File: config.mk
export PLATFORM = sky130hd
export DESIGN_NAME = kmkz_fetch
export DESIGN_NICKNAME = d
export VERILOG_FILES = /design/src/rtl/kmkz_defs.sv /design/src/rtl/kmkz_fetch_pcgen.sv /design/src/rtl/kmkz_fetch.sv
export SDC_FILE = /design/constraint.sdc
export NUM_CORES = 1
export LEC_CHECK = 0
export ABC_AREA = 1
export CORE_MARGIN = 2
export CORE_UTILIZATION = 40
export DETAILED_ROUTE_END_ITERATION = 10
export PLACE_DENSITY = 0.79
export REMOVE_ABC_BUFFERS = 1
export SLEW_MARGIN = 25
export SYNTH_ARGS = -nofsm -noshare
export SYNTH_HDL_FRONTEND = slang
export SYNTH_SLANG_ARGS = --single-unit
File: constraint.sdc
create_clock -name clk_i -period 2.7 [get_ports clk_i]
set_clock_uncertainty 0.05 [all_clocks]
set_input_delay 0.27 -clock clk_i [delete_from_list [all_inputs] [get_ports clk_i]]
set_output_delay 0.27 -clock clk_i [all_outputs]
set_load 0.01 [all_outputs]
File: src/rtl/kmkz_defs.sv
// Shared Kamikaze-uRV definitions used by the fetch stage.
package kmkz_defs;

   localparam logic [31:0] KMKZ_RESET_VECTOR = 32'h0000_0000;
   localparam logic [31:0] KMKZ_NOP          = 32'h0000_0013;

   typedef enum logic {
      FETCH_BOOT = 1'b0,
      FETCH_RUN  = 1'b1
   } fetch_state_t;

   function automatic logic [31:0] word_align(input logic [31:0] addr);
      return {addr[31:2], 2'b00};
   endfunction

endpackage

File: src/rtl/kmkz_fetch_pcgen.sv
// Next-PC and instruction-memory address selection for the fetch stage.
module kmkz_fetch_pcgen
   import kmkz_defs::*;
(
   input  logic [31:0] pc_q,
   input  logic        run,
   input  logic        x_bra,
   input  logic [31:0] x_pc_bra,
   input  logic        f_kill,
   input  logic        f_stall,
   input  logic        im_valid,
   output logic [31:0] im_addr,
   output logic [31:0] pc_next
);

   logic [31:0] target;
   logic [31:0] pc_inc;

   assign target = word_align(x_pc_bra);
   assign pc_inc = pc_q + 32'd4;

   // pc_next always equals the address driven this cycle, so pc_q names the
   // single outstanding request on the following cycle.
   always_comb begin
      im_addr = pc_q;
      if (x_bra) begin
         im_addr = target;
      end else if (run && !f_kill && !f_stall && im_valid) begin
         im_addr = pc_inc;
      end
      pc_next = im_addr;
   end

endmodule

File: src/rtl/kmkz_fetch.sv
// Instruction fetch stage: owns the PC, drives the instruction memory, and
// registers returned instructions for decode.
module kmkz_fetch
   import kmkz_defs::*;
#(
   parameter logic [31:0] RESET_ADDR = KMKZ_RESET_VECTOR
) (
   input  logic        clk_i,
   input  logic        rst_i,
   input  logic        f_stall_i,
   input  logic        f_kill_i,
   input  logic        x_bra_i,
   input  logic [31:0] x_pc_bra_i,
   output logic [31:0] im_addr_o,
   output logic        im_rd_o,
   input  logic [31:0] im_data_i,
   input  logic        im_valid_i,
   output logic [31:0] f_ir_o,
   output logic [31:0] f_pc_o,
   output logic        f_valid_o
);

   fetch_state_t state_reg;
   logic [31:0]  pc_reg;
   logic [31:0]  pc_next;
   logic [31:0]  f_ir_reg;
   logic [31:0]  f_pc_reg;
   logic         f_valid_reg;

   kmkz_fetch_pcgen u_pcgen (
      .pc_q     (pc_reg),
      .run      (state_reg == FETCH_RUN),
      .x_bra    (x_bra_i),
      .x_pc_bra (x_pc_bra_i),
      .f_kill   (f_kill_i),
      .f_stall  (f_stall_i),
      .im_valid (im_valid_i),
      .im_addr  (im_addr_o),
      .pc_next  (pc_next)
   );

   always_ff @(posedge clk_i or negedge rst_i) begin
      if (!rst_i) begin
         state_reg   <= FETCH_BOOT;
         pc_reg      <= word_align(RESET_ADDR);
         f_ir_reg    <= KMKZ_NOP;
         f_pc_reg    <= 32'h0000_0000;
         f_valid_reg <= 1'b0;
      end else begin
         pc_reg <= pc_next;
         case (state_reg)
            FETCH_BOOT: begin
               state_reg <= FETCH_RUN;
            end
            FETCH_RUN: begin
               if (x_bra_i || f_kill_i) begin
                  f_valid_reg <= 1'b0;
               end else if (f_stall_i) begin
                  f_valid_reg <= f_valid_reg;
               end else if (im_valid_i) begin
                  f_ir_reg    <= im_data_i;
                  f_pc_reg    <= pc_reg;
                  f_valid_reg <= 1'b1;
               end else begin
                  f_valid_reg <= 1'b0;
               end
            end
            default: begin
               state_reg <= FETCH_BOOT;
            end
         endcase
      end
   end

   // Both states issue a read; only reset silences the strobe.
   assign im_rd_o   = rst_i;
   assign f_ir_o    = f_ir_reg;
   assign f_pc_o    = f_pc_reg;
   assign f_valid_o = f_valid_reg;

endmodule

Yosys cells after proc, flatten, opt, wreduce, memory -nomap -nowiden

Index checks and enable logic that the tools add are counted.

Register bits after elaboration: 98
Input port bits: 70
Output and inout port bits: 98

Add/subtract/negate cells: 1
Eq/ne operators: 1
Muxes and demuxes: 5
Bitwise operators: 2
Reductions and logical operators: 8

Operators by type and width:

| kind                                                   | count |
|---|---|
| 2-to-1 mux 32 bit                                      | 2 |
| adder 32 x 3 -> 32 bit (second input constant)         | 1 |
| AND reduction 4 bit                                    | 1 |
| logical AND 1 bit                                      | 3 |
| 2-to-1 mux 1 bit                                       | 3 |
| zero test 1 bit                                        | 2 |
| inequality test 2 x 1 -> 1 bit (second input constant) | 1 |
| NOT 1 bit                                              | 2 |
| AND reduction 2 bit                                    | 1 |
| logical OR 1 bit                                       | 1 |

Depth between registers and ports, before layout

Gate-level depths: netlist of the first run.

Depth after elaboration: 6
Depth in mapped cells: 11

Cells and area by module

From an unflattened synthesis of the first run, not the netlist that was laid out.

Cell total of the unflattened synthesis: 627
Area total of the unflattened synthesis: 5173.7 um^2

Modules (own cells, without submodules):

| module           | instances | cells each | area an instance (um^2) | sequential area each (um^2) |
|---|---|---|---|---|
| kmkz_fetch       | 1         | 329        | 3626.0                  | 2456.1 |
| kmkz_fetch_pcgen | 1         | 298        | 1547.7                  | 0.0 |

Least setup slack after synthesis of the first run

Ideal clock, no wire load.

Kind: register to output
From: register pc_reg[2]
To: output port im_addr_o[14]
Arrival: 1.389 ns
Path slack: 0.991 ns
Stages on the path, launching flop included: 9
Cell sequence: dfrtp_1 > ha_1 > nand3_1 > inv_2 > nand2_1 > nor2_4 > inv_1 > nor2_1 > o21ai_0

Cells in the longest elaborated chain, start to end: 3

RTL lines:

| what                   | RTL line               | text |
|---|---|---|
| from (decl)            | kmkz_fetch.sv:24       | `logic [31:0] pc_reg;` |
| from (signal assigned) | kmkz_fetch.sv:45       | `pc_reg <= word_align(RESET_ADDR);` |
| from (signal assigned) | kmkz_fetch.sv:50       | `pc_reg <= pc_next;` |
| adder 32 x 3 -> 32 bit | kmkz_fetch_pcgen.sv:20 | `assign pc_inc = pc_q + 32'd4;` |
| 2-to-1 mux 32 bit      | kmkz_fetch_pcgen.sv:28 | `end else if (run && !f_kill && !f_stall && im_valid) begin` |
| 2-to-1 mux 32 bit      | kmkz_fetch_pcgen.sv:26 | `if (x_bra) begin` |
| to (decl)              | kmkz_fetch.sv:14       | `output logic [31:0] im_addr_o,` |

Every way passes these cells.

Final worst setup path of the first run

From: input port im_valid_i
To: output port im_addr_o[22]

Cells in the longest elaborated chain, start to end: 3

RTL lines:

| what              | RTL line               | text |
|---|---|---|
| from (decl)       | kmkz_fetch.sv:17       | `input logic im_valid_i,` |
| logical AND 1 bit | kmkz_fetch_pcgen.sv:28 |  |
| 2-to-1 mux 32 bit | kmkz_fetch_pcgen.sv:28 |  |
| 2-to-1 mux 32 bit | kmkz_fetch_pcgen.sv:26 |  |

Every way passes these cells.

==> results of run 1 <==
stage by stage:
stage	instances	total power (W)	utilization
after global routing	822	0.00450	0.603
after floorplan	480	0.00231	-
final	822	0.00427	0.603
after global placement	795	0.00303	0.565
after detailed placement	795	0.00307	0.565
after CTS	812	0.00431	0.592
final cells by class:
class                   count  area, µm²  area share
flip-flops and latches     98       2460       0.360
clock inverters             6       48.8     0.00714
inverters                  51        191      0.0280
repair buffers            183       1830       0.268
multi-input cells         331       1880       0.275
clock buffers              10        239      0.0350
well taps                 143        179      0.0262
worst reg2reg max path, stage by stage (launching register included):
cell,delay [ps]
dfrtp_1,390
nand2_2,100
nor2_4,60
buf_4,130
buf_4,130
nand2_4,80
buf_12,340
mux2_2,450
cells by family after synthesis:
kind of cell    count (synthesis)
compound gates                 56
mux                            34
flops                          98
buf+inv                        69
simple gates                  236
other cells                     1
xor+xnor                        3
fa+ha+maj                       1
final timing paths:
kind	to	slack (ps)	from
max in group asynchronous	pc_reg[16]	1030	rst_i
min in group clk_i	pc_reg[13]	440	x_pc_bra_i[13]
worst min register to register	f_pc_o[14]	440	f_pc_o[14]
worst max register to register	f_ir_o[10]	850	state_reg
worst max-delay path	im_addr_o[22]	90	im_valid_i
worst min-delay path	f_pc_o[5]	350	rst_i
cell usage in the layout (no fill, tap or decap), types with 5 or more instances in the layout:
master             n
clkdlybuf4s50_1  154
nand2_1          126
dfrtp_1           90
inv_1             46
o21ai_0           38
nand3_1           36
mux2_2            34
nor2_1            24
buf_4             16
o21ai_1           13
nand4_1           11
nor2_4            10
nand2_2            9
clkbuf_16          9
dlymetal6s2s_1     8
nor2_2             7
inv_2              5
dfrtp_2            5
routing by layer:
| metal | up-vias | part of all wire | GRT usage |
|---|---|---|---|
| met3 | 20 | 0.054 | 0.0350 |
| li1 | 1973 | - | - |
| met4 | 0 | 0.024 | 0.0774 |
| met5 | - | 0 | 0 |
| met1 | 1882 | 0.44 | 0.259 |
| met2 | 136 | 0.48 | 0.333 |
cells in the mapped netlist, drive strengths merged:
master	count
o2bb2ai	1
o21ai	51
inv	51
nor2	42
o31ai	1
o211ai	1
ha	1
a21oi	1
xor2	3
nor3	4
nand4	11
mux2	34
nand3	40
dfstp	3
conb	1
nand2	138
a31oi	1
clkbuf	5
nor3b	1
dfrtp	95
buf	13
power by group through the flow:
stage          clock network (W)  logic [W]  registers (W)
3_5_place_dp                   0    0.00116        0.00191
2_1_floorplan                  0   0.000324        0.00199
4_1_cts                  0.00126    0.00117        0.00188
5_1_grt                  0.00133    0.00126        0.00192
6_report                 0.00122    0.00116        0.00189
3_3_place_gp                   0    0.00114        0.00189
timing repair:
action | 4_1_cts | 5_1_grt
gates resized for setup | 4 | 26
hold endpoints to repair | 31 | 0
endpoints found under the setup margin | 6 | 18
buffers inserted | 0 | 10
gates cloned | 0 | 0
pin swaps | 0 | 8
hold buffers | 1 | 0
==> metrics.md, run 1 <==
| Metric | Value |
|---|---|
| Max incr delay on CP | 480 ps |
| Max_cap viols | 0 |
| Slowest CP cell | clkdlybuf4s50_1 |
| Wire per inst | 14.7 µm |
| Largest family of logic cells by synthesized area | simple AND/OR/NAND/NOR gates |
| Hold Slack | 347 ps |
| Int Pwr | 0.00307 W |
| Global placement routability congestion | 0.838 |
| Clock share of power | 0.287 |
| Crit-path cells | clkdlybuf4s50_1, nand2_2, inv_1, nand2_4, buf_4, nor2_4, nand3_2, nor2_2, nand2_1, nand3_1, nand2_1, clkdlybuf4s50_1 |
| Sw Share | 0.282 |
| Post-synth top area share | 0.516 |
| Max Fanout on Critical Path | 6 |
| Clock tree buffer depth | 2 |
| Die W | 111 µm |
| Top Family by Delay on Critical Path | buffers and inverters |
| Via Count | 4,011 |
| Measured slew at the worst slew-check pin | 828 ps |
| Setup crit end kind | output pin |
| IO Pins | 168 |
| CTS clk-pin slew, worst paths | 70 ps |
| Full die area | 12,400 µm² |
| Period minus WS final | 2610 ps |
| GRT Total Usage | 0.199 |
| WP depth | 12 |
| Max Slew Vio Count | 0 |
| Fin crit share | 0.967 |
| Root Driver | clkbuf_16 |
| Initial antenna violation count | 0 |
| # port buffers | 165 |
| Num Clock Sinks | 98 |
| Grt total ovfl | 0 |
| Clk Latency, worst-skew pair | 340 ps |
| Area growth from synthesis to layout | 48.3% |
| Via density | 4.88 |
| Synth Area in Simple Gates | 0.246 |
| Total Nets Final | 745 |
| Core area | 11,300 µm² |
| Post-DRT Antenna Nets | 0 |
| Count of final setup violators | 0 |
| Peak VDD IR | 0.341 mV |
| Die height | 111 µm |
| Adder-Cell Fraction of Synth Area | 0.00272 |
| Drt drc | 0 |
| YS warnings | 0 |
| Max_slew headroom | 0.448 |
| Power Dens Cells | 625 nW/µm² |
| Number of global-route vias before repair | 4,166 |
| R2R cell count | 7 |
| TritonCTS clock tree | done |
| WP data arrival | 2290 ps |
| Logic pwr share | 0.272 |
| Worst hold path type | in -> async |
| Pin count of the biggest net entering global routing | 93 |
| DRT Pass-1 Iters | 4 |
| Fmax | 383 MHz |
| Cell taking the most area after synthesis | dfrtp_1 |
| WS Path Type | in -> out |
| Sequential element share of the synthesized area | 0.533 |
| DP Area | 6400 µm² |
| P_sw | 0.00121 W |
| Starting Density | 0.407 |
| Share of cells above drive strength 1 | 0.174 |
| Fill cells | 976 |
| Post-Syn Instances | 498 |
| CTS H-tree depth | 3 |
| Inserted Diodes | 0 |
| Compound-gate portion of the synthesized area | 0.0630 |
| Critical Path RT | 2380 ps |
| Final WL | 12,100 µm |
| Cell variety after synth | 32 |
| Worst Slack Setup Final | 89.6 ps |
| CP bufs+invs | 4 |
| Multiplexer share of the synthesized area | 0.0831 |
| FF+latch count, synth | 98 |
| Setup TNS | 0 ps |
| Dpl ws | -12.6 ps |
| Kind of start point of the critical path | input port |
| Syn_area_per_cell | 9.25 µm² |
| Detailed-placement wirelength estimate | 8710 µm |
| Finished Cell Area | 6830 µm² |
| Synthesized area | 4610 µm² |
| Status | complete, no violations |
| Lkg Pwr | 3.13 nW |
| Reg power frac | 0.441 |
| CTS Buf Count | 9 |
| DRT iter0 DRCs | 203 |
| Area contributors post-synth | dfrtp_1 (52%), nand2_1 (10%), mux2_2 (8.3%), o21ai_0 (4.6%), nand3_1 (4.0%) |
| Xor/xnor share of the synthesized area | 0.00570 |
| First-pass GRT wire length | 20,100 µm |
| Cell Rows | 39 |
| Final hold violation count | 0 |
(Power assumes the default switching activity.)
==> run 2: changes to the inputs <==
Settings changed: CORE_MARGIN 2 to not set, HOLD_SLACK_MARGIN set to 0.05.
==> metrics.md, run 2 (same netlist as run 1, synthesis figures left out) <==
| Metric | Value |
|---|---|
| Status | complete, no violations |
| Sw Share | 0.278 (-0.00438) |
| Grt total ovfl | 0 (unchanged) |
| WP data arrival | 2240 ps (-50 ps) |
| Logic pwr share | 0.272 (about the same) |
| Count of final setup violators | 0 (unchanged) |
| Via Count | 3,983 (-0.70%) |
| Num Clock Sinks | 98 (unchanged) |
| First-pass GRT wire length | 19,400 µm (-3.5%) |
| Kind of start point of the critical path | input port |
| Post-DRT Antenna Nets | 0 (unchanged) |
| P_sw | 0.00118 W (-2.6%) |
| Wire per inst | 15.0 µm (+1.9%) |
| Max Slew Vio Count | 0 (unchanged) |
| Root Driver | clkbuf_16 |
| CTS Buf Count | 9 (unchanged) |
| Final WL | 12,200 µm (+0.95%) |
| Fin crit share | 0.948 (-0.0184) |
| Area growth from synthesis to layout | 47.4% |
| Final hold violation count | 0 (unchanged) |
| # port buffers | 165 (unchanged) |
| Clock share of power | 0.282 (-0.005) |
| Cell Rows | 38 (-2.6%) |
| Period minus WS final | 2560 ps (-49.7 ps) |
| TritonCTS clock tree | done |
| Drt drc | 0 (unchanged) |
| Int Pwr | 0.00305 W (-0.47%) |
| R2R cell count | 5 (-2) |
| Placed insts | 792 (-0.38%) |
| Setup crit end kind | output pin |
| Setup TNS | 0 ps (unchanged) |
| Top sig layer | met4 |
| Via density | 4.89 (+0.28%) |
| Final cell count without fillers | 814 (-0.97%) |
| Initial antenna violation count | 0 (unchanged) |
| Lkg Pwr | 3.16 nW (+0.96%) |
| Power Dens Cells | 623 nW/µm² (-0.43%) |
| Peak VDD IR | 0.368 mV (+7.7%) |
| IO Pins | 168 (unchanged) |
| RSZ-0062 raised after global routing | no |
| Global placement routability congestion | 0.821 (-2.1%) |
| Max_cap viols | 0 (unchanged) |
| Clk Latency, worst-skew pair | 340 ps (about the same) |
| DRT iter0 DRCs | 146 (-28%) |
| Met3 WL post-DR | 697 µm (+7.1%) |
| Full die area | 11,900 µm² (-3.6%) |
| CTS H-tree depth | 3 (unchanged) |
| DRT Pass-1 Iters | 4 (unchanged) |
| Critical Path RT | 2380 ps (about the same) |
| Pin count of the biggest net entering global routing | 56 (-40%) |
| Measured slew at the worst slew-check pin | 598 ps (-230 ps) |
| GRT Total Usage | 0.210 (+0.0111) |
| Clock tree buffer depth | 2 (unchanged) |
| Share of cells above drive strength 1 | 0.163 (-0.0106) |
| Inserted Diodes | 0 (unchanged) |
| Wl on met1 | 5410 µm (+1.9%) |
| Total Nets Final | 740 (-0.67%) |
| Detailed-placement wirelength estimate | 9090 µm (+4.3%) |
| Worst hold path type | in -> async |
| WS Path Type | in -> out |
| Reg power frac | 0.446 (+0.005) |
| Routed wl met2 | 5780 µm (-1.1%) |
| Leading cell type in the layout, fill and taps excluded | clkdlybuf4s50_1 |
| Max_slew headroom | 0.602 (+0.153) |
| Commonest non-fill, non-tap cells in the layout | clkdlybuf4s50_1 (150), nand2_1 (127), dfrtp_1 (92), inv_1 (46), o21ai_0 (40) |
| Number of global-route vias before repair | 4,055 (-2.7%) |
| Core area | 11,000 µm² (-2.6%) |
| Final Core Density | 0.615 (+0.0119) |
| CTS clk-pin slew, worst paths | 70 ps (about the same) |
| Fmax | 391 MHz (+1.9%) |
| Max Fanout on Critical Path | 6 (unchanged) |
| Die W | 109 µm (-1.8%) |
| Starting Density | 0.418 (+0.0107) |
| Die height | 109 µm (-1.8%) |
## run 2: area by class of cell
| class | count | area [µm²] |
|---|---|---|
| Clock inverter | 4 | 26.3 |
| Sequential cell | 98 | 2460 |
| Tap cell | 140 | 175 |
| Fill cell | 980 | 4240 |
| Clock buffer | 12 | 246 |
| Inverter | 51 | 191 |
| Timing Repair Buffer | 178 | 1790 |
| Multi-Input combinational cell | 331 | 1900 |
## run 2: path summary, 6_finish.rpt
| kind | from | end | slack, ps |
|---|---|---|---|
| worst max-delay path | f_kill_i | im_addr_o[7] | 140 |
| worst min-delay path | rst_i | f_ir_o[8] | 320 |
| worst max register to register | state_reg | f_ir_o[18] | 910 |
| worst min register to register | f_pc_o[14] | f_pc_o[14] | 430 |
| max in group asynchronous | rst_i | pc_reg[15] | 1440 |
| min in group clk_i | f_pc_o[14] | f_pc_o[14] | 430 |
## run 2: timing repair
action | 4_1_cts | 5_1_grt
pin swaps | 0 | 3
hold endpoints to repair | 19 | 0
setup buffers | 2 | 3
hold buffers | 1 | 0
gates resized for setup | 3 | 31
setup endpoints to repair | 5 | 19
## run 2: power groups by stage
stage	logic [W]	clock network [W]	registers (W)
detailed placement	0.00115	0	0.00191
global placement	0.00113	0	0.00189
floorplan	0.000324	0	0.00199
CTS	0.00117	0.00123	0.00188
global route	0.00126	0.00129	0.00192
finish	0.00115	0.00119	0.00188
## run 2: per-stage QoR
stage,hold WS [ps],worst slack (ps),cell area (µm²),total power (W)
2_1_floorplan,-75.6,727,4490,0.00231
3_5_place_dp,123,51.2,6380,0.00306
3_3_place_gp,113,99.1,6380,0.00303
6_report,320,139,6790,0.00423
5_1_grt,346,5.73,6790,0.00446
4_1_cts,296,23.4,6680,0.00428
## run 2: worst max-delay path: stages
cell,delay (ps)
clkdlybuf4s50_1,440
nor2_1,210
nand2_4,140
nor2_4,120
inv_1,60
nor2_1,130
xor2_1,80
o21ai_0,220
clkdlybuf4s50_1,590
## run 2: per-layer routing
metal	global-route usage	up-vias
li1	-	1957
met1	0.267	1868
met2	0.354	132
met3	0.0338	26
met4	0.0905	0
met5	0	-
